**config.mk**
```make
export PLATFORM = sky130hd
export DESIGN_NAME = dmem_lsu
export DESIGN_NICKNAME = d
export VERILOG_FILES = /design/src/rtl/dmem_lsu_pkg.sv /design/src/rtl/dmem_lsu_lane.sv /design/src/rtl/dmem_lsu.sv
export SDC_FILE = /design/constraint.sdc
export NUM_CORES = 1
export LEC_CHECK = 0
export ABC_AREA = 1
export ABC_CLOCK_PERIOD_IN_PS = 1800
export CORE_ASPECT_RATIO = 1.5
export CORE_UTILIZATION = 40
export CTS_CLUSTER_SIZE = 30
export DETAILED_ROUTE_END_ITERATION = 12
export DONT_BUFFER_PORTS = 1
export GPL_ROUTABILITY_DRIVEN = 0
export GPL_TIMING_DRIVEN = 0
export PLACE_DENSITY_LB_ADDON = 0.3
export SYNTH_ARGS = -nofsm -noshare
export SYNTH_HDL_FRONTEND = slang
export SYNTH_SLANG_ARGS = --single-unit
```
**constraint.sdc**
```tcl
create_clock -name clk -period 1.8 [get_ports clk]
set_clock_uncertainty 0.05 [all_clocks]
set_input_delay 0.18 -clock clk [delete_from_list [all_inputs] [get_ports clk]]
set_output_delay 0.18 -clock clk [all_outputs]
set_load 0.01 [all_outputs]
```
**src/rtl/dmem_lsu_pkg.sv**
```systemverilog
// Shared constants for the load/store unit: word width, RISC-V load/store funct3
// codes and the access legality check used at request accept.
package dmem_lsu_pkg;

    localparam int WORD_LEN = 32;

    localparam logic [2:0] LSU_B  = 3'b000;
    localparam logic [2:0] LSU_H  = 3'b001;
    localparam logic [2:0] LSU_W  = 3'b010;
    localparam logic [2:0] LSU_BU = 3'b100;
    localparam logic [2:0] LSU_HU = 3'b101;

    // Stores only exist as B/H/W; loads have no 011/110/111 encodings.
    function automatic logic lsu_bad(input logic wen, input logic [2:0] funct3,
                                     input logic [1:0] addr_lo);
        logic illegal;
        logic misaligned;
        illegal    = wen ? (funct3 > LSU_W)
                         : (funct3 == 3'b011 || funct3 == 3'b110 || funct3 == 3'b111);
        misaligned = ((funct3 == LSU_H || funct3 == LSU_HU) && addr_lo[0]) ||
                     (funct3 == LSU_W && addr_lo != 2'b00);
        return illegal || misaligned;
    endfunction

endpackage

```
**src/rtl/dmem_lsu_lane.sv**
```systemverilog
// Little-endian lane logic: extracts and extends a load value from a memory word,
// and merges sub-word store data into a word for read-modify-write.
module lsu_lane
    import dmem_lsu_pkg::*;
(
    input  logic [2:0]          funct3,
    input  logic [1:0]          addr,
    input  logic [WORD_LEN-1:0] word,
    input  logic [WORD_LEN-1:0] wdata,
    output logic [WORD_LEN-1:0] load,
    output logic [WORD_LEN-1:0] merged
);

    logic [7:0]  byte_val;
    logic [15:0] half_val;

    always_comb begin
        byte_val = word[{addr, 3'b000} +: 8];
        half_val = word[{addr[1], 4'b0000} +: 16];
    end

    always_comb begin
        load = '0;
        case (funct3)
            LSU_B:   load = {{(WORD_LEN-8){byte_val[7]}}, byte_val};
            LSU_BU:  load = {{(WORD_LEN-8){1'b0}}, byte_val};
            LSU_H:   load = {{(WORD_LEN-16){half_val[15]}}, half_val};
            LSU_HU:  load = {{(WORD_LEN-16){1'b0}}, half_val};
            LSU_W:   load = word;
            default: load = '0;
        endcase
    end

    always_comb begin
        merged = wdata;
        case (funct3)
            LSU_B: begin
                merged = word;
                merged[{addr, 3'b000} +: 8] = wdata[7:0];
            end
            LSU_H: begin
                merged = word;
                merged[{addr[1], 4'b0000} +: 16] = wdata[15:0];
            end
            default: merged = wdata;
        endcase
    end

endmodule

```
**src/rtl/dmem_lsu.sv**
```systemverilog
// Single-outstanding load/store unit in front of a word-wide synchronous data memory.
// Sub-word stores are done as read-modify-write; bad accesses complete with an error.
module dmem_lsu
    import dmem_lsu_pkg::*;
#(
    parameter int RD_LAT = 1
) (
    input  logic                clk,
    input  logic                rst_n,
    input  logic                req_valid,
    output logic                req_ready,
    input  logic                req_wen,
    input  logic [2:0]          req_funct3,
    input  logic [WORD_LEN-1:0] req_addr,
    input  logic [WORD_LEN-1:0] req_wdata,
    output logic                resp_valid,
    output logic [WORD_LEN-1:0] resp_rdata,
    output logic                resp_err,
    output logic [WORD_LEN-1:0] dmem_addr,
    input  logic [WORD_LEN-1:0] dmem_rdata,
    output logic                dmem_wen,
    output logic [WORD_LEN-1:0] dmem_wdata
);

    typedef enum logic [1:0] {IDLE, RD_WAIT, WRITE, RESP} state_t;

    state_t              state, state_nxt;
    logic                wen_q;
    logic [2:0]          funct3_q;
    logic [1:0]          addr_lo_q;
    logic [WORD_LEN-1:0] wdata_q;
    logic [2:0]          cnt;
    logic                accept;
    logic                bad;
    logic [WORD_LEN-1:0] load_val;
    logic [WORD_LEN-1:0] merged;

    assign req_ready  = (state == IDLE);
    assign dmem_wen   = (state == WRITE);
    assign resp_valid = (state == RESP);
    assign accept     = req_valid && req_ready;
    assign bad        = lsu_bad(req_wen, req_funct3, req_addr[1:0]);

    lsu_lane u_lane (
        .funct3 (funct3_q),
        .addr   (addr_lo_q),
        .word   (dmem_rdata),
        .wdata  (wdata_q),
        .load   (load_val),
        .merged (merged)
    );

    always_ff @(posedge clk or negedge rst_n) begin
        if (!rst_n) state <= IDLE;
        else        state <= state_nxt;
    end

    always_comb begin
        state_nxt = state;
        case (state)
            IDLE: begin
                if (accept) begin
                    if (bad)                                state_nxt = RESP;
                    else if (req_wen && req_funct3 == LSU_W) state_nxt = WRITE;
                    else                                    state_nxt = RD_WAIT;
                end
            end
            RD_WAIT: if (cnt == 3'd0) state_nxt = wen_q ? WRITE : RESP;
            WRITE:   state_nxt = RESP;
            RESP:    state_nxt = IDLE;
            default: state_nxt = IDLE;
        endcase
    end

    // dmem_wdata is preloaded with the store data at accept so a full-word store
    // can write on the very next cycle; RMW overwrites it with the merged word.
    always_ff @(posedge clk or negedge rst_n) begin
        if (!rst_n) begin
            wen_q      <= 1'b0;
            funct3_q   <= '0;
            addr_lo_q  <= '0;
            wdata_q    <= '0;
            cnt        <= '0;
            dmem_addr  <= '0;
            dmem_wdata <= '0;
            resp_rdata <= '0;
            resp_err   <= 1'b0;
        end else begin
            if (accept) begin
                wen_q      <= req_wen;
                funct3_q   <= req_funct3;
                addr_lo_q  <= req_addr[1:0];
                wdata_q    <= req_wdata;
                cnt        <= 3'(RD_LAT);
                dmem_addr  <= {req_addr[WORD_LEN-1:2], 2'b00};
                dmem_wdata <= req_wdata;
                resp_rdata <= '0;
                resp_err   <= bad;
            end else if (state == RD_WAIT) begin
                if (cnt != 3'd0)  cnt        <= cnt - 3'd1;
                else if (wen_q)   dmem_wdata <= merged;
                else              resp_rdata <= load_val;
            end
        end
    end

endmodule

```
==> results of run 1 <==
## cell usage after synthesis, drive strengths merged
library cell,instances,area [um^2]
o211ai,14,105
nand3,92,460
or2,8,50.0
dfrtp,138,3450
ha,11,138
nand3b,1,11.3
o22ai,3,18.8
conb,1,3.75
inv,69,259
nand2,478,1810
o21ai,64,320
a31oi,1,6.26
nor2,134,523
buf,52,315
nand4,8,50.1
nor3,2,21.3
a21oi,90,450
clkbuf,23,86.3
## per-stage QoR
stage	utilization, %	instance area [um^2]	setup TNS, ns	cells
after floorplan	-	8090	0	1190
after global placement	42.5	8420	-29.13	1450
after detailed placement	42.5	8420	-33.38	1450
after CTS	51.4	10200	-0.000234	1588
after global routing	52.8	10400	-0.0384	1593
final	52.8	10400	0	1593
## sequential cells by signal, indices dropped and copies added (netlist names)
| name | count |
|---|---|
| cnt | 3 |
| dmem_wdata | 32 |
| resp_rdata | 32 |
| wen_q | 1 |
| state | 2 |
| wdata_q | 32 |
| dmem_addr | 30 |
| funct3_q | 3 |
| resp_err | 1 |
| addr_lo_q | 2 |
## power groups by stage
stage               registers [uW]  clock network, uW  logic (uW)
floorplan                     5790                  0        6470
global placement              6240                  0        8400
detailed placement            6240                  0        8540
CTS                           6190               3350        9410
global route                  6380               3490       11400
finish                        6230               3290       10300
## timing repair
| item | CTS | global route |
|---|---|---|
| hold endpoints to repair | 268 | 138 |
| gates cloned | 0 | 1 |
| resized for setup | 68 | 85 |
| pin swaps | 3 | 14 |
| endpoints found under the setup margin | 132 | 120 |
| setup buffers | 12 | 6 |
## final timing paths
kind                                from             end  slack (ns)
setup / recovery            addr_lo_q[1]  dmem_wdata[22]        0.03
min in group clk           dmem_rdata[0]   resp_rdata[0]        0.01
setup reg to reg            addr_lo_q[1]  dmem_wdata[22]        0.03
max in group asynchronous          rst_n    addr_lo_q[1]        2.08
hold / removal                     rst_n  resp_rdata[19]       -0.61
hold reg to reg              wdata_q[19]     wdata_q[19]        0.43
## kinds of logic after synthesis
logic type               Yosys count  share of synthesized area, %
other                              1                        0.0464
buffers and inverters            144                          8.17
AND/OR/NAND/NOR                  723                          36.2
AO/OA/AOI/OAI                    172                          11.1
adder cells (fa/ha/maj)           11                          1.70
flip-flops                       138                          42.7
## metal layers
layer,up-vias,GRT usage (%),wire length (um)
met3,125,8.49,2600
met4,0,20.6,2200
met5,-,0,0
met1,3798,29.3,10400
met2,455,48.7,14400
li1,4038,-,-
## area by class of cell
cell class	count	area, um^2	area share, %
plain buffers	71	518	4.96
clock buffers	18	429	4.11
clock inverters	14	111	1.07
repair buffers	115	1140	10.9
flip-flops and latches	138	3460	33.1
multi-input cells	908	4190	40.1
well taps	260	325	3.12
inverters	69	267	2.55
==> reports/metrics.yaml, run 1 <==
setup_path:
  cp_top_family: "buffers and inverters"
  cp-end-kind: "flip-flop"
  worstPathCellList: "buf_4, buf_4, buf_2, nand2_1, nand3_1, nand3_1, nand2_1, a21oi_2"
  path_depth: 8
  crit_slowest_cell: "dfrtp_2"
  cp_max_fo: 10
  r2r_cells: 8
  crit_type: "reg2reg"
  critPathArrivalTime_ns: 2.05
  crit_required_ns: 2.08
  max_stage_delay_ns: 0.40
  cp_num_buf_inv: 3
  startpoint_type: "flip-flop"
clock_network:
  clk_pin_slew_ns: 0.06
  insertion_delay_ns: 0.44
  cts.sinks: 138
  cts_tree: "yes"
  root_buffer: "clkbuf_16"
  postCtsHoldBufs: 96
  numCtsBuffers: 17
  clock_tree.buffer_depth: 2
  htreeDepth: 4
floorplan:
  die_x_um: 118
  num_rows: 63
  ioPinCount: 203
  start_util_pct: 40.8
  fp.dieH_um: 176
  core-area_um2: 19800
  dieArea_um2: 20800
global_routing:
  grtUsageTotal_pct: 28.3
  grt_pass1_vias: 8339
  antenna_found_initial: 0
  grt_overflow: 0
  grt_max_degree: 139
  grt_pass1_wl_mm: 44.7
power:
  power_frac_comb_pct: 52.1
  total_power_uw: 19800
  swShare_pct: 48.6
  pwr-share-clk_pct: 16.6
  p_per_area_nw_per_um2: 1900
  intPower_uw: 10200
  pwr-share-seq_pct: 31.4
  p_sw_uw: 9640
  peakVddDrop_mv: 0.840
  power_leakage_uw: 0.00524
sta:
  period_needed_ns: 1.77
  hold_violations: 138
  slew_headroom_pct: 65.3
  setup_viol: 0
  setup_slack_ns: 0.0285
  grt_setup_unrepaired: "yes"
  post-route-period-util_pct: 98.4
  max_freq_ghz: 0.564
  worst_slew_pin_slew_ns: 0.521
  drv_slew: 0
  timing.hold.ws_ns: -0.609
yosys:
  synth_area_per_cell_um2: 6.80
  synth-seq-cells: 138
  yosysUniqueCellTypes: 29
  synth_area_um2: 8080
  syn_inst: 1189
  yosysWarnings: 0
  ys_seq_area_share_pct: 42.7
cells_and_area:
  mostFrequentLayoutCells: "nand2_1, dfrtp_1, nor2_1, dlygate4sd3_1, nand3_1"
  n_antenna_cell: 0
  syn_to_final_growth_pct: 29.2
  nets: 1434
  layout_commonest_cell: "nand2_1"
  drive_above_1_share_pct: 14.5
  nFillCells: 1846
routing:
  drt_iter0_drc: 601
  ant_nets: 0
  drc_errors: 0
  num_vias: 8416
  viasPerCell: 5.28
  wirelength_mm: 29.6
  wl_per_cell_um: 18.6
  dr.pass1.iters: 7
status:
  status: "finished with violations"
  violations: "negative hold slack"
place:
  dp_hpwl_mm: 21.1
  dp_slack_ns: -0.549
  port_buffers: 0
hold_path:
  hold_class: "in2async"
job:
  maxCapViolCount: 0
(Power assumes the default switching activity.)
==> run 2, diff against run 1 <==
Settings changed: CTS_BUF_LIST from default to sky130_fd_sc_hd__clkbuf_4.
==> reports/metrics.yaml, run 2 (same netlist as run 1, synthesis figures left out) <==
setup_path:
  crit_slowest_cell: "dfrtp_2"
  r2r_cells: 8
  crit_type: "reg2reg"
  max_stage_delay_ns: 0.47
  startpoint_type: "flip-flop"
  critPathArrivalTime_ns: 2.28
  cp-end-kind: "flip-flop"
  cp_max_fo: 6
  crit_required_ns: 2.24
  worstPathCellList: "inv_2, ha_4, nand2_8, nand2_8, clkinvlp_4, buf_6, a21oi_1, a21oi_1"
floorplan:
  fp.dieH_um: 176
  die_x_um: 118
  start_util_pct: 40.8
  core-area_um2: 19800
  ioPinCount: 203
  num_rows: 63
  dieArea_um2: 20800
sta:
  post-route-period-util_pct: 103
  worst_slew_pin_slew_ns: 0.538
  setup_viol: 22
  slew_headroom_pct: 64.2
  timing.hold.ws_ns: -0.785
  drv_slew: 0
  max_freq_ghz: 0.541
  setup_slack_ns: -0.0471
  hold_violations: 138
  period_needed_ns: 1.85
  tns_ns: -0.323
  grt_setup_unrepaired: "yes"
routing:
  dr.pass1.iters: 5
  drc_errors: 0
  wl_per_cell_um: 18.7
  ant_nets: 0
  wirelength_mm: 30.0
  drt_iter0_drc: 660
  viasPerCell: 5.35
  num_vias: 8591
cells_and_area:
  layout_commonest_cell: "nand2_1"
  syn_to_final_growth_pct: 29.2
  top_regs: "dmem_wdata x32, resp_rdata x32, wdata_q x32"
  nFillCells: 1847
  nets: 1445
  mostFrequentLayoutCells: "nand2_1, dfrtp_1, nor2_1, dlygate4sd3_1, nand3_1"
  multiInputGateArea_um2: 4350
  final-seq-area_um2: 3460
  drive_above_1_share_pct: 16.2
  fin_util_pct: 52.8
place:
  dp_slack_ns: -0.549
  dp_hpwl_mm: 21.1
  port_buffers: 0
global_routing:
  antenna_found_initial: 2
  grt_pass1_wl_mm: 44.7
  grt_overflow: 0
  grt_max_degree: 139
  grtUsageTotal_pct: 28.3
  grt_pass1_vias: 8279
clock_network:
  cts.sinks: 138
  numCtsBuffers: 17
  postCtsHoldBufs: 103
  insertion_delay_ns: 0.60
  htreeDepth: 4
  clock_tree.buffer_depth: 2
  root_buffer: "clkbuf_4"
  cts_tree: "yes"
  clk_pin_slew_ns: 0.14
power:
  pwr-share-seq_pct: 33.0
  power_frac_comb_pct: 56.9
  p_per_area_nw_per_um2: 1810
  pwr-share-clk_pct: 10.1
  intPower_uw: 9190
  p_sw_uw: 9690
  power_leakage_uw: 0.00517
  peakVddDrop_mv: 0.669
  swShare_pct: 51.3
  total_power_uw: 18900
status:
  violations: "negative hold slack, negative setup slack"
  status: "finished with violations"
job:
  maxCapViolCount: 0
hold_path:
  hold_class: "in2async"
-- run 2: changes by cell type in the layout (fill, tap and decap cells not counted), moves of 3 or more --
cell           before  now
a21oi_1            68   51
ha_4                3    6
buf_6              12   15
o21ai_2             6    3
dfrtp_1           136  133
dlygate4sd3_1      96  103
a21oi_2            22   33
dfrtp_2             2    5
clkbuf_4           12   29
a21oi_4             0    6
clkbuf_16          17    1
-- run 2: through the flow --
stage	std cells	cell area [um^2]
6_report	1606	10400
5_1_grt	1606	10400
4_1_cts	1596	9960
3_5_place_dp	1450	8420
3_3_place_gp	1450	8420
2_1_floorplan	1190	8090
-- run 2: layout make-up --
type	instances	area share, %
Antenna cell	2	0.0479
Buffer	71	5.00
Clock buffer	18	1.29
Sequential cell	138	33.1
Multi-Input combinational cell	908	41.6
Timing Repair Buffer	126	12.2
Tap cell	260	3.12
Clock inverter	14	1.07
Inverter	69	2.56
-- run 2: routing by layer --
metal / up-vias / track usage (%) / wire length, um
met5: - / 0 / 0
met4: 0 / 20.2 / 2050
met3: 131 / 7.30 / 2440
met2: 484 / 48.6 / 14600
met1: 3919 / 30.2 / 10900
li1: 4057 / - / -
-- run 2: critical path: cells and delay by family, from the launching register on --
family                     cells  cell delay, ns
buffers and inverters          3            0.60
AOI/OAI and AO/OA              2            0.22
adders and majority gates      1            0.21
DFF                            1            0.47
and+or+nand+nor                2            0.20
-- run 2: what timing repair did --
item                                    4_1_cts  5_1_grt
buffers inserted                             12        7
resized for setup                            73      116
pin swaps                                     5       27
endpoints found under the hold margin       273      138
cloned                                        1        3
endpoints found under the setup margin      133      124
-- run 2: final timing paths --
path,start,endpoint,slack [ns]
hold / removal,rst_n,resp_rdata[19],-0.78
setup reg to reg,state[0],dmem_wdata[21],-0.05
hold reg to reg,wdata_q[19],wdata_q[19],0.45
setup / recovery,state[0],dmem_wdata[21],-0.05
min in group clk,dmem_rdata[31],resp_rdata[15],0.05
max in group asynchronous,rst_n,funct3_q[2],2.23
-- run 2: power groups by stage --
stage,Combinational (uW),Sequential [uW],Clock (uW)
after floorplan,6470,5790,0
after global placement,8400,6240,0
after detailed placement,8540,6240,0
after CTS,9540,6170,1970
after global routing,11800,6380,2090
final,10700,6230,1910
